===== config.mk =====
export PLATFORM = sky130hd
export DESIGN_NAME = fifo_rd_drain
export DESIGN_NICKNAME = d
export VERILOG_FILES = /design/src/rtl/fifo_rd_drain.sv
export SDC_FILE = /design/constraint.sdc
export NUM_CORES = 1
export LEC_CHECK = 0
export ABC_AREA = 1
export ABC_CLOCK_PERIOD_IN_PS = 2500
export BUFFER_PORTS_ARGS = -buffer_cell sky130_fd_sc_hd__buf_2
export CAP_MARGIN = 20
export CORE_UTILIZATION = 30
export DETAILED_ROUTE_END_ITERATION = 6
export HOLD_SLACK_MARGIN = 0.03
export PLACE_DENSITY = 0.46
export SLEW_MARGIN = 20
export SYNTH_ARGS = -nofsm -noshare
export SYNTH_HDL_FRONTEND = slang
export SYNTH_SLANG_ARGS = --single-unit

===== constraint.sdc =====
create_clock -name rd_clk -period 2.5 [get_ports rd_clk]
set_input_delay 0.375 -clock rd_clk [delete_from_list [all_inputs] [get_ports rd_clk]]
set_output_delay 0.375 -clock rd_clk [all_outputs]
set_load 0.1 [all_outputs]

===== src/rtl/fifo_rd_drain.sv =====
// fifo_rd_drain
// Read-side consumer for the async FIFO. All logic runs in the read clock
// domain. It pops words from the FIFO read port and presents them downstream
// as a valid/ready stream through a 2-entry register buffer. The block also
// provides enable and flush (discard) control and two wrapping counters.
//
// Ports:
//   rd_clk     read-domain clock; all state changes on its rising edge
//   rd_rst     synchronous, active-high reset
//   en         level; permits popping from the FIFO
//   flush      level; discards buffered words and drains the FIFO
//   rd_empty   FIFO empty flag
//   rd_data    FIFO head word; valid in the same cycle whenever rd_empty=0
//   rd_inc     FIFO pop strobe, at most one word per cycle
//   out_data   downstream data (head of the output buffer)
//   out_valid  downstream valid
//   out_ready  downstream ready
//   pop_count  words handed downstream (wraps)
//   drop_count words discarded by flush (wraps)
//   busy       high while not IDLE or while the buffer still holds words
module fifo_rd_drain #(
    parameter int DATA_SIZE = 8,
    parameter int CNT_W     = 16
) (
    input  logic                 rd_clk,
    input  logic                 rd_rst,
    input  logic                 en,
    input  logic                 flush,
    input  logic                 rd_empty,
    input  logic [DATA_SIZE-1:0] rd_data,
    output logic                 rd_inc,
    output logic [DATA_SIZE-1:0] out_data,
    output logic                 out_valid,
    input  logic                 out_ready,
    output logic [CNT_W-1:0]     pop_count,
    output logic [CNT_W-1:0]     drop_count,
    output logic                 busy
);

    typedef enum logic [1:0] {
        IDLE  = 2'd0,
        RUN   = 2'd1,
        FLUSH = 2'd2
    } state_t;

    state_t               state;
    logic [1:0]           count;
    logic [DATA_SIZE-1:0] head_word;
    logic [DATA_SIZE-1:0] tail_word;
    logic                 handshake;
    logic                 push;

    // The pop strobe looks only at registered state, registered count and the
    // empty flag, so downstream ready can never ripple back into the FIFO.
    always_comb begin
        rd_inc = 1'b0;
        if (!rd_rst && !rd_empty) begin
            case (state)
                RUN:     rd_inc = (count != 2'd2);
                FLUSH:   rd_inc = 1'b1;
                default: rd_inc = 1'b0;
            endcase
        end
    end

    assign out_valid = (count != 2'd0);
    assign out_data  = head_word;
    assign handshake = out_valid && out_ready;
    assign push      = rd_inc && (state == RUN);
    assign busy      = (state != IDLE) || (count != 2'd0);

    // Flush wins over everything: on the entry edge the buffer is emptied and
    // its occupancy is charged to drop_count, and no handshake completes.
    // A word popped from the FIFO on that same edge is discarded with the
    // buffer. Outside flush, pop-before-push ordering keeps the head moving
    // so that count=1 sustains one word per cycle.
    always_ff @(posedge rd_clk) begin
        if (rd_rst) begin
            state      <= IDLE;
            count      <= 2'd0;
            head_word  <= '0;
            tail_word  <= '0;
            pop_count  <= '0;
            drop_count <= '0;
        end else begin
            case (state)
                IDLE, RUN: begin
                    if (flush) begin
                        drop_count <= drop_count + CNT_W'(count);
                        count      <= 2'd0;
                        state      <= FLUSH;
                    end else begin
                        if (handshake && push) begin
                            // Only reachable at count=1: replace the head in place.
                            head_word <= rd_data;
                        end else if (handshake) begin
                            head_word <= tail_word;
                            count     <= count - 2'd1;
                        end else if (push) begin
                            if (count == 2'd0) begin
                                head_word <= rd_data;
                            end else begin
                                tail_word <= rd_data;
                            end
                            count <= count + 2'd1;
                        end

                        if (handshake) begin
                            pop_count <= pop_count + CNT_W'(1);
                        end

                        if (state == IDLE && en) begin
                            state <= RUN;
                        end else if (state == RUN && !en) begin
                            state <= IDLE;
                        end
                    end
                end

                FLUSH: begin
                    if (rd_inc) begin
                        drop_count <= drop_count + CNT_W'(1);
                    end
                    if (!flush && rd_empty) begin
                        state <= IDLE;
                    end
                end

                default: begin
                    state <= IDLE;
                    count <= 2'd0;
                end
            endcase
        end
    end

endmodule


[Yosys cells after proc, flatten, opt, wreduce, memory -nomap -nowiden]
Cells that the tools add are included.
Operators by class
  add/sub/neg operators: 5
  equality and inequality tests: 9
  muxes and demuxes: 19
  bitwise logic cells: 5
  reduce and logical (&&, ||, !) cells: 26
Operators by type and width (count)
  $add A16 B1 Y16 const B: 2
  $mux W16: 2
  $mux W8: 4
  $pmux W16 S2: 1
  $add A16 B2 Y16: 1
  $mux W2: 8
  $reduce_and A3 Y1: 3
  $ne A2 B2 Y1 const B: 4
  $ne A4 B4 Y1 const B: 2
  $pmux W2 S2: 2
  $logic_and A1 B1 Y1: 7
  $reduce_and A6 Y1: 1
  $reduce_bool A2 Y1: 3
  $reduce_bool A3 Y1: 2
  $not A1 Y1: 5
  $logic_not A1 Y1: 4
  $logic_not A2 Y1: 2
  $reduce_and A4 Y1: 1
  $ne A3 B3 Y1 const B: 1
  $add A2 B1 Y2 const B: 1
  $eq A2 B1 Y1 const B: 1
  $eq A2 B2 Y1 const B: 1
  $pmux W1 S2: 1
  $reduce_and A2 Y1: 1
  other kinds (4): 4
Word-level totals
  bits in registers: 52
  input port bits: 14
  output and inout bits: 43
  word-level logic and storage cells: 70

[Depth between registers and ports, before layout]
Gate-level depths: netlist of run 1.
  depth after elaboration: 9
  gate-level depth with buffers: 15
  depth with buffers taken out: 15

[Worst setup path before layout of run 1]
OpenSTA, ideal clock, no wires.
  path kind: reg2reg
  start: register drop_count[0]
  end: register drop_count[8]
  setup time: 0.119 ns
  data arrival time: 2.474 ns
  data required time: 2.381 ns
  path slack: -0.094 ns
  stages on the path, launching flop included: 10
  path buffers: 0
  path through: dfxtp_1 > ha_1 > inv_1 > fa_1 > nor3_2 > inv_1 > nor3_2 > nand3_1 > nand2_1 > nor2_1
On the way
  cells in the longest elaborated chain, start to end: 3
RTL lines
  from (decl): line 36  | output logic [CNT_W-1:0] drop_count,
  from (signal assigned): line 89  | drop_count <= drop_count + CNT_W'(count);
  from (signal assigned): line 122  | drop_count <= drop_count + CNT_W'(1);
  $add A16 B1 Y16 or $add A16 B2 Y16 (tied branches): line 122, 89
  $mux W16, on equally long branches: line 121, 88
  $pmux W16 S2 (*): line 86  | case (state)
Mark *: on every way between the ends. The rest lies on a longest branch, timed or not. The select of a mux whose other input is x is not followed.
A chain may end at the register's enable or synchronous reset.

[Final worst setup path of run 1]
  start: register state[1]
  end: output port rd_inc
On the way
  cells in the longest elaborated chain, start to end: 3
RTL lines
  from (decl): line 46  | state_t state;
  from (signal assigned): line 79  | state <= IDLE;
  from (signal assigned): line 91  | state <= FLUSH;
  from (signal assigned): line 113  | state <= RUN;
  $eq A2 B2 Y1 or $eq A2 B1 Y1 (tied branches): line 58  | case (state)
  $pmux W1 S2 (*): line 58
  $mux W1 (*): line 57  | if (!rd_rst && !rd_empty) begin
  to (decl): line 31  | output logic rd_inc,
Mark *: on every way between the ends. The rest lies on a longest branch, timed or not.

==> flow_summary_export.csv, run 1 <==
group,metric,value,unit
sta,max_freq,432,MHz
worst_setup_path,cp.arrival,1.94,ns
worst_setup_path,critical_path.slowest_cell,"buf_2",
placed_design,placed_area,0.00338,mm^2
synth,synth_cell_type_count,35,
global_route,antenna_found_initial,0,
power_and_ir_drop,powerDensity,658,mW/mm^2
layout,num_antenna_cells,0,
synth,yosysSeqAreaShare,34.9,%
sta,fin_skew,0.0142,ns
synth,synthTopCellsByArea,"dfxtp_1, nand2_1, inv_1",
clock_tree,insertion_delay,0.32,ns
sta,fin_setup_tns,0,ns
clock_tree,cts.clk_slew.worst_paths,0.12,ns
floorplanning,initial_core_util,30.8,%
clock_tree,post_cts_buffers,0,
sta,finalCriticalPeriod,2.32,ns
global_route,grt_max_degree,26,
worst_setup_path,reg2regPathDepth,13,
synth,synth_edf_count,0,
worst_setup_path,r2r_end,"drop_count[8]",
floorplanning,core-area,0.00968,mm^2
worst_setup_path,r2r_slack,0.26,ns
clock_tree,h-tree-depth,2,
worst_setup_path,critPathCaptureType,"primary output",
global_route,track_usage,15.3,%
routing,drtIter0Drc,160,
layout,drive_above_1_share,20.4,%
worst_setup_path,max_stage_delay,0.42,ns
clock_tree,cts_buffers,5,
sta,hold_violations,0,
layout,layout.nets,521,
floorplanning,io_pins,57,
global_route,grt_pass1_wl,12.5,mm
clock_tree,cts_root_buf,"clkbuf_8",
sta,relSlewSlack,67.0,%
status,outcome,"finished clean",
worst_setup_path,cp_data_required_time,2.12,ns
worst_hold_path,min_delay_worst_endpoint,"tail_word[6]",
placed_design,gp_congestion,0.886,
sta,rsz0062_at_grt,"false",
placed_design,hpwl,5.62,mm
clock_tree,cts_resized,0,
worst_setup_path,path_delay_family,"buffers and inverters",
clock_tree,clock-sinks,52,
floorplanning,rows,36,
power_and_ir_drop,vdd_drop_max,236,uV
worst_hold_path,hold_depth,3,
floorplanning,die_area,0.0103,mm^2
sta,finalSetupViolations,0,
worst_setup_path,path_buf_inv,3,
global_route,gr-total-overflow,0,
placed_design,io_buffers,56,
worst_setup_path,crit_path_max_fanout,7,
worst_hold_path,hold_path_startpoint,"rd_data[6]",
worst_hold_path,hold_class,"in -> reg",
sta,finalCritPeriodShare,92.6,%
synth,mappedNetlistArea,0.00298,mm^2
synth,synth_seq_cells,52,
synth,synth.top_cell.area_share,34.9,%
layout,stdcell_area,0.00350,mm^2
worst_setup_path,crit_top_cell,"nand2_1",
layout,syn_to_final_growth,17.4,%
power_and_ir_drop,p_leak,1.56,nW
routing,drc,0,
sta,tightest_slew,0.499,ns
routing,postRouteAntennaNets,0,
routing,wl,7.47,mm
synth,yosysWarningCount,0,
synth,syn_nets,465,
sta,slew_violations,0,
synth,syn_inst,444,
layout,final_util,36.1,%
synth,synth_flop_cell,"dfxtp_1",
job,drv_cap,0,
routing,first_pass_iters,4,
routing,wire_per_inst,11.8,um
synth,avgSynthCellArea,6.72,um^2
clock_tree,cts_max_path_buffers,2,
routing,dr_total_vias,2860,
floorplanning,die_w,102,um
clock_tree,tritoncts,"yes",
global_route,first_global_vias,2593,
worst_setup_path,r2r-start,"state[0]",
worst_setup_path,crit_chain,"inv_1, ha_2, nand2_1, nand2_2, nand2_1, inv_2, buf_2",
synth,synth_top_area_cell,"dfxtp_1",
synth,synthArstFlopShare,0,%
floorplanning,die_y,102,um
worst_setup_path,worstSetupPathType,"reg -> out",
worst_setup_path,start_kind,"flip-flop",
clock_tree,cts_hold_buf,0,
routing,via_per_inst,4.51,
[cells in the final DEF (no fill, tap or decap), drive strengths merged, types with 5 or more instances in the layout]
cell,Yosys,layout
ha,6,6
nand4,9,9
a21oi,36,36
clkbuf,4,5
o21ai,27,27
inv,70,73
nand3,42,42
nand2,111,111
buf,6,59
nor3,11,11
nor2,57,57
dfxtp,52,52
[report_power, final]
part	leakage, nW	internal (W)	total [W]	switching [W]
logic	1.09	0.000188	0.000857	0.000669
registers	0.421	0.000872	0.000905	0.0000335
clock network	0.0511	0.000213	0.000539	0.000327
total	1.56	0.00127	0.00230	0.00103
[logic make-up (layout without fill, tap and decap cells)]
group	Yosys count	count (layout)	synth area share [%]
AOI/OAI and AO/OA	66	66	11.3
xor gates and xnor gates	4	4	1.17
adders and majority gates	7	7	3.19
buffers and inverters	81	138	11.3
DFF	52	52	34.9
and+or+nand+nor	234	234	38.1
[routing by layer]
metal / track usage [%] / part of all wire, % / vias to the layer above
met2: 24.6 / 46 / 65
met1: 20.9 / 49 / 1268
met4: 4.24 / 1.2 / 0
li1: - / - / 1518
met3: 2.90 / 4.1 / 9
met5: 0 / 0 / -
[cell usage after synthesis, types with 4 or more instances]
| master | instances |
|---|---|
| a21oi_1 | 36 |
| clkbuf_1 | 4 |
| dfxtp_1 | 52 |
| ha_1 | 6 |
| inv_1 | 63 |
| inv_2 | 6 |
| nand2_1 | 102 |
| nand2_4 | 6 |
| nand3_1 | 38 |
| nand4_1 | 8 |
| nor2_1 | 52 |
| nor3_1 | 8 |
| o21ai_0 | 21 |
| o21ai_1 | 6 |
| xor2_1 | 4 |
[state kept, by name, summed over array words and instances, names as in the netlist]
register / count
tail_word: 8
pop_count: 16
state: 2
drop_count: 16
count: 2
out_data: 8
[through the flow]
step                cells  total power, W  hold WS, ns  setup slack, ns
floorplan             444         0.00163        0.430            0.251
global placement      626         0.00178        0.441            0.165
detailed placement    626         0.00178        0.445            0.101
CTS                   634         0.00234        0.323          0.00911
global route          634         0.00244        0.366           0.0437
finish                634         0.00230        0.342            0.185
[worst register-to-register path: cells and delay by family (launching register included)]
kind          cells  cell delay (ns)
simple gates      6             0.69
buf+inv           4             0.38
flops             1             0.35
fa+ha+maj         3             0.74
[worst max path at each step]
stage	from	end	slack (ns)	cells after the start
global route	state[1]	rd_inc	0.04	7
finish	state[1]	rd_inc	0.18	7
detailed placement	state[0]	drop_count[8]	0.10	13
floorplan	drop_count[0]	drop_count[8]	0.25	9
CTS	state[1]	rd_inc	0.009	7
global placement	state[0]	drop_count[8]	0.17	13
[area by class of cell]
type                            instances  area [um^2]
Multi-Input combinational cell        311         1620
Clock buffer                            5         68.8
Timing Repair Buffer                   59          303
Inverter                               71          269
Sequential cell                        52         1040
Fill cell                            1068         6180
Tap cell                              133          166
Clock inverter                          3         28.8
(Power assumes the default switching activity.)
==> inputs of run 2 (changes only) <==
--- a/config.mk
+++ b/config.mk
@@ -10,6 +10,5 @@
 export BUFFER_PORTS_ARGS = -buffer_cell sky130_fd_sc_hd__buf_2
-export CAP_MARGIN = 20
 export CORE_UTILIZATION = 30
 export DETAILED_ROUTE_END_ITERATION = 6
-export HOLD_SLACK_MARGIN = 0.03
+export HOLD_SLACK_MARGIN = 0.02
 export PLACE_DENSITY = 0.46
==> constraint.sdc (replaced) <==
create_clock -name rd_clk -period 2.5 [get_ports rd_clk]
set_input_delay 0.5 -clock rd_clk [delete_from_list [all_inputs] [get_ports rd_clk]]
set_output_delay 0.5 -clock rd_clk [all_outputs]
set_load 0.1 [all_outputs]
==> run 2 against run 1 <==
Compared with the run above:
- register-to-register slack worse by 0.02 ns
- first-iteration DRC count shrank 31%
- cell count up 0.16%
- routed wire length is 1.6% higher
- clock skew is 0.0016 ns lower
- final area is 0.54% higher
- sequential share of layout area decreased by 0.16 points
- count of clock-buffer cells in the layout stayed put
==> flow_summary_export.csv, run 2 (same netlist as run 1, synthesis figures left out) <==
group,metric,value,unit
status,outcome,"finished clean",
placed_design,dpl.cell_count,627,
layout,largestRegisters,"drop_count: 16 flops, pop_count: 16 flops",
global_route,grt_max_degree,26,
sta,hold-worst-slack,0.459,ns
placed_design,io_buffers,56,
placed_design,placed_area,0.00341,mm^2
layout,fillerInstances,1076,
layout,multi_input_area,0.00162,mm^2
sta,slew_violations,0,
floorplanning,die_y,102,um
routing,m1WireLength,3.65,mm
clock_tree,cts_root_buf,"clkbuf_8",
layout,final_cell_mix,"nand2_1, inv_1, buf_2, nor2_1, dfxtp_1",
clock_tree,cts_max_path_buffers,2,
routing,wl_met2,3.57,mm
worst_setup_path,cp_data_required_time,2.00,ns
clock_tree,cts_hold_buf,0,
routing,routed.top_layer,"met4",
global_route,gr-total-overflow,0,
power_and_ir_drop,total_power,0.00229,W
sta,finalCritPeriodShare,95.6,%
clock_tree,clock-sinks,52,
layout,drive_above_1_share,20.3,%
clock_tree,insertion_delay,0.31,ns
sta,finalCriticalPeriod,2.39,ns
global_route,first_global_vias,2719,
floorplanning,rows,36,
power_and_ir_drop,p_leak,1.56,nW
sta,rsz0062_at_grt,"true",
routing,postRouteAntennaNets,0,
worst_setup_path,cp.arrival,1.89,ns
layout,regArea,0.00104,mm^2
floorplanning,initial_core_util,30.8,%
clock_tree,post_cts_buffers,0,
layout,layout.nets,522,
sta,hold_violations,0,
routing,dr_total_vias,2913,
routing,drtIter0Drc,111,
routing,via_per_inst,4.59,
clock_tree,h-tree-depth,2,
global_route,grt_pass1_wl,12.8,mm
sta,max_freq,418,MHz
worst_setup_path,critPathCaptureType,"primary output",
worst_setup_path,r2r-start,"state[0]",
layout,instances_no_fill,635,
floorplanning,core-area,0.00968,mm^2
worst_setup_path,crit_path_max_fanout,7,
routing,first_pass_iters,4,
worst_hold_path,hold_path_startpoint,"tail_word[5]",
floorplanning,die_area,0.0103,mm^2
job,drv_cap,0,
worst_setup_path,worstSetupPathType,"reg -> out",
routing,drc,0,
worst_hold_path,hold_class,"reg -> reg",
worst_setup_path,start_kind,"flip-flop",
sta,fin_skew,0.0126,ns
placed_design,gp_congestion,0.905,
sta,finalSetupViolations,0,
layout,syn_to_final_growth,18.0,%
power_and_ir_drop,powerDensity,651,mW/mm^2
clock_tree,cts_buffers,5,
clock_tree,tritoncts,"yes",
power_and_ir_drop,vdd_drop_max,268,uV
sta,fin_setup_tns,0,ns
floorplanning,io_pins,57,
layout,final_common_cell,"nand2_1",
sta,relSlewSlack,66.6,%
worst_setup_path,critical_path.startpoint,"state[1]",
sta,tightest_slew,0.504,ns
layout,stdcell_area,0.00352,mm^2
global_route,antenna_found_initial,0,
floorplanning,die_w,102,um
routing,wl_met3,301,um
clock_tree,cts_resized,0,
worst_setup_path,reg2regPathDepth,13,
placed_design,hpwl,5.68,mm
layout,num_antenna_cells,0,
global_route,track_usage,15.5,%
worst_hold_path,hold_depth,2,
routing,wl,7.59,mm
clock_tree,cts.clk_slew.worst_paths,0.11,ns
routing,wire_per_inst,12.0,um
## run 2: path summary, 6_finish.rpt
path / endpoint / slack, ns
max: rd_inc / 0.11
min: tail_word[5] / 0.46
max reg2reg: drop_count[8] / 0.24
min reg2reg: tail_word[5] / 0.46
## run 2: routing by layer
metal | up-vias | track usage, %
met4 | 0 | 5.35
met2 | 48 | 26.5
met5 | - | 0
met1 | 1330 | 20.0
met3 | 8 | 2.21
li1 | 1527 | -
## run 2: critical path, cell delays in order (launching register included)
cell     delay [ns]
dfxtp_1        0.34
inv_1          0.12
ha_1           0.48
nand2_1        0.13
nand2_2        0.16
nand2_1        0.08
inv_2          0.10
buf_12         0.18
## run 2: power by group
group	switching (W)	total (W)	internal (W)	leakage, nW
sequential	0.0000329	0.000905	0.000872	0.421
combinational	0.000669	0.000858	0.000189	1.09
clock	0.000320	0.000526	0.000207	0.0463
## run 2: layout make-up
cell class / count / area share, %
Tap cell: 133 / 4.73
Multi-Input combinational cell: 311 / 46.0
Clock buffer: 5 / 1.96
Sequential cell: 52 / 29.7
Inverter: 71 / 7.65
Clock inverter: 3 / 0.782
Timing Repair Buffer: 60 / 9.25
## run 2: per-stage QoR
step / util, % / setup slack (ns)
after CTS: 36.2 / 0.0225
after floorplan: - / 0.251
after global routing: 36.3 / -0.0227
after detailed placement: 35.2 / 0.0338
after global placement: 35.2 / 0.156
final: 36.3 / 0.109
==> inputs of run 3 (changes only) <==
- CORE_MARGIN: default -> 10
- GPL_TIMING_DRIVEN: default -> 0
- RECOVER_POWER: default -> 100
==> run 3 against run 2 <==
Compared with the run above:
- hold slack worse by 0.049 ns
- final area decreased by 2.7%
- routed wire length is 12% higher
- die area grew 39%
- clock power up 2%
- clock skew decreased by 0.0080 ns
- fmax rose by 5.2%
- register-to-register slack about the same
- global-route usage fell by 3.6 points
- utilization down 1.1 points
- total power shrank 0.59%
- largest cell class unchanged
- largest power group unchanged
==> flow_summary_export.csv, run 3 (same netlist as run 1, synthesis figures left out) <==
group,metric,value,unit
sta,hold_violations,0,
global_route,busiest_layer,"met2",
layout,final_common_cell,"nand2_1",
layout,num_antenna_cells,0,
layout,syn_to_final_growth,14.8,%
sta,rsz0062_at_grt,"false",
clock_tree,cts_buffers,5,
sta,relSlewSlack,20.5,%
status,outcome,"finished clean",
routing,drtIter0Drc,120,
sta,finalSetupViolations,0,
worst_setup_path,worstSetupPathType,"reg -> out",
placed_design,dpl.cell_count,632,
worst_setup_path,critical_path.startpoint,"state[1]",
worst_hold_path,min_delay_worst_endpoint,"drop_count[11]",
clock_tree,tritoncts,"yes",
worst_setup_path,r2r_end,"drop_count[8]",
floorplanning,io_pins,57,
routing,first_pass_iters,4,
sta,finalCriticalPeriod,2.27,ns
layout,layout.nets,528,
worst_setup_path,crit_path_max_fanout,7,
worst_setup_path,cp.arrival,1.77,ns
clock_tree,h-tree-depth,2,
routing,dr_total_vias,2889,
worst_setup_path,critPathCaptureType,"primary output",
floorplanning,die_y,120,um
worst_setup_path,start_kind,"flip-flop",
power_and_ir_drop,powerDensity,665,mW/mm^2
floorplanning,die_w,120,um
global_route,grt_use_met3,3.23,%
global_route,use_met2,20.4,%
layout,final_cell_mix,"nand2_1, inv_1, nor2_1, dfxtp_1, clkbuf_1",
floorplanning,die_area,0.0143,mm^2
sta,hold-worst-slack,0.410,ns
floorplanning,initial_core_util,30.6,%
power_and_ir_drop,p_leak,1.39,nW
global_route,grt_max_degree,17,
routing,wire_per_inst,13.2,um
worst_setup_path,reg2regPathDepth,13,
clock_tree,insertion_delay,0.31,ns
clock_tree,cts.clk_slew.worst_paths,0.10,ns
layout,largestRegisters,"drop_count: 16 flops, pop_count: 16 flops",
sta,max_freq,440,MHz
worst_hold_path,hold_path_startpoint,"rd_rst",
global_route,first_global_vias,2956,
layout,instances_no_fill,641,
worst_setup_path,cp_data_required_time,2.00,ns
worst_hold_path,hold_class,"in -> reg",
global_route,gr-total-overflow,0,
routing,drc,0,
clock_tree,cts_root_buf,"clkbuf_8",
global_route,met1_usage,14.6,%
clock_tree,clock-sinks,52,
sta,tightest_slew,1.20,ns
worst_setup_path,r2r_slack,0.23,ns
global_route,track_usage,12.0,%
clock_tree,cts_max_path_buffers,2,
placed_design,gp_congestion,0.819,
sta,finalCritPeriodShare,90.9,%
sta,slew_violations,0,
floorplanning,core-area,0.00973,mm^2
global_route,antenna_found_initial,0,
routing,postRouteAntennaNets,0,
placed_design,hpwl,6.53,mm
layout,drive_above_1_share,10.0,%
routing,wl,8.48,mm
worst_hold_path,hold_depth,2,
global_route,grt_pass1_wl,14.3,mm
placed_design,io_buffers,55,
floorplanning,rows,36,
worst_setup_path,r2r-start,"state[0]",
routing,via_per_inst,4.51,
sta,fin_skew,0.00464,ns
job,drv_cap,0,
power_and_ir_drop,vdd_drop_max,279,uV
==> run 3: per-layer routing <==
layer	part of all wire [%]	routed length [um]	vias to the layer above
li1	-	-	1538
met1	47	3990	1293
met2	47	3980	51
met3	4.9	415	7
met4	1.1	92	0
met5	0	0	-
==> run 3: cell type report <==
class / instances / area [um^2]
fill: 1139 / 6310
multi-input combinational: 311 / 1560
sequential: 52 / 1040
inverter: 71 / 268
timing repair buffer: 56 / 235
tap: 133 / 166
clock buffer: 6 / 82.6
buffer: 10 / 57.6
clock inverter: 2 / 15.0
==> run 3: how the worst max path moves through the flow <==
stage,endpoint,depth (start not counted)
6_report,rd_inc,8
5_1_grt,drop_count[8],13
4_1_cts,drop_count[8],13
3_5_place_dp,drop_count[8],13
3_3_place_gp,drop_count[8],13
2_1_floorplan,drop_count[8],9
==> run 3: where the power goes <==
group	internal, W	switching [W]	leakage [nW]
Sequential	0.000872	0.0000332	0.421
Clock	0.000225	0.000309	0.0434
Combinational	0.000176	0.000660	0.921
==> run 3: timing repair <==
item / 4_1_cts / 5_1_grt
gates resized for setup: 2 / 2
buffers inserted: 0 / 1
endpoints found under the hold margin: 0 / 0
hold buffers: 0 / 0
setup endpoints to repair: 1 / 5
pin swaps: 0 / 1
==> run 3: per-stage QoR <==
step           setup TNS [ns]  total power (W)  cell area [um^2]  setup WS [ns]  utilization, %
3_5_place_dp          -0.0360          0.00181              3430        -0.0360            35.2
6_report                    0          0.00228              3420          0.226            35.2
5_1_grt                     0          0.00243              3420         0.0108            35.2
3_3_place_gp          -0.0358          0.00180              3430        -0.0358            35.2
4_1_cts                     0          0.00235              3540         0.0204            36.3
2_1_floorplan               0          0.00163              2980          0.251               -
==> run 3: critical path: stages (launching register included) <==
cell      delay (ns)
dfxtp_1         0.34
inv_1           0.13
ha_1            0.19
buf_6           0.14
nand2_1         0.07
nand2_2         0.11
nand2_1         0.06
inv_1           0.09
clkbuf_4        0.34
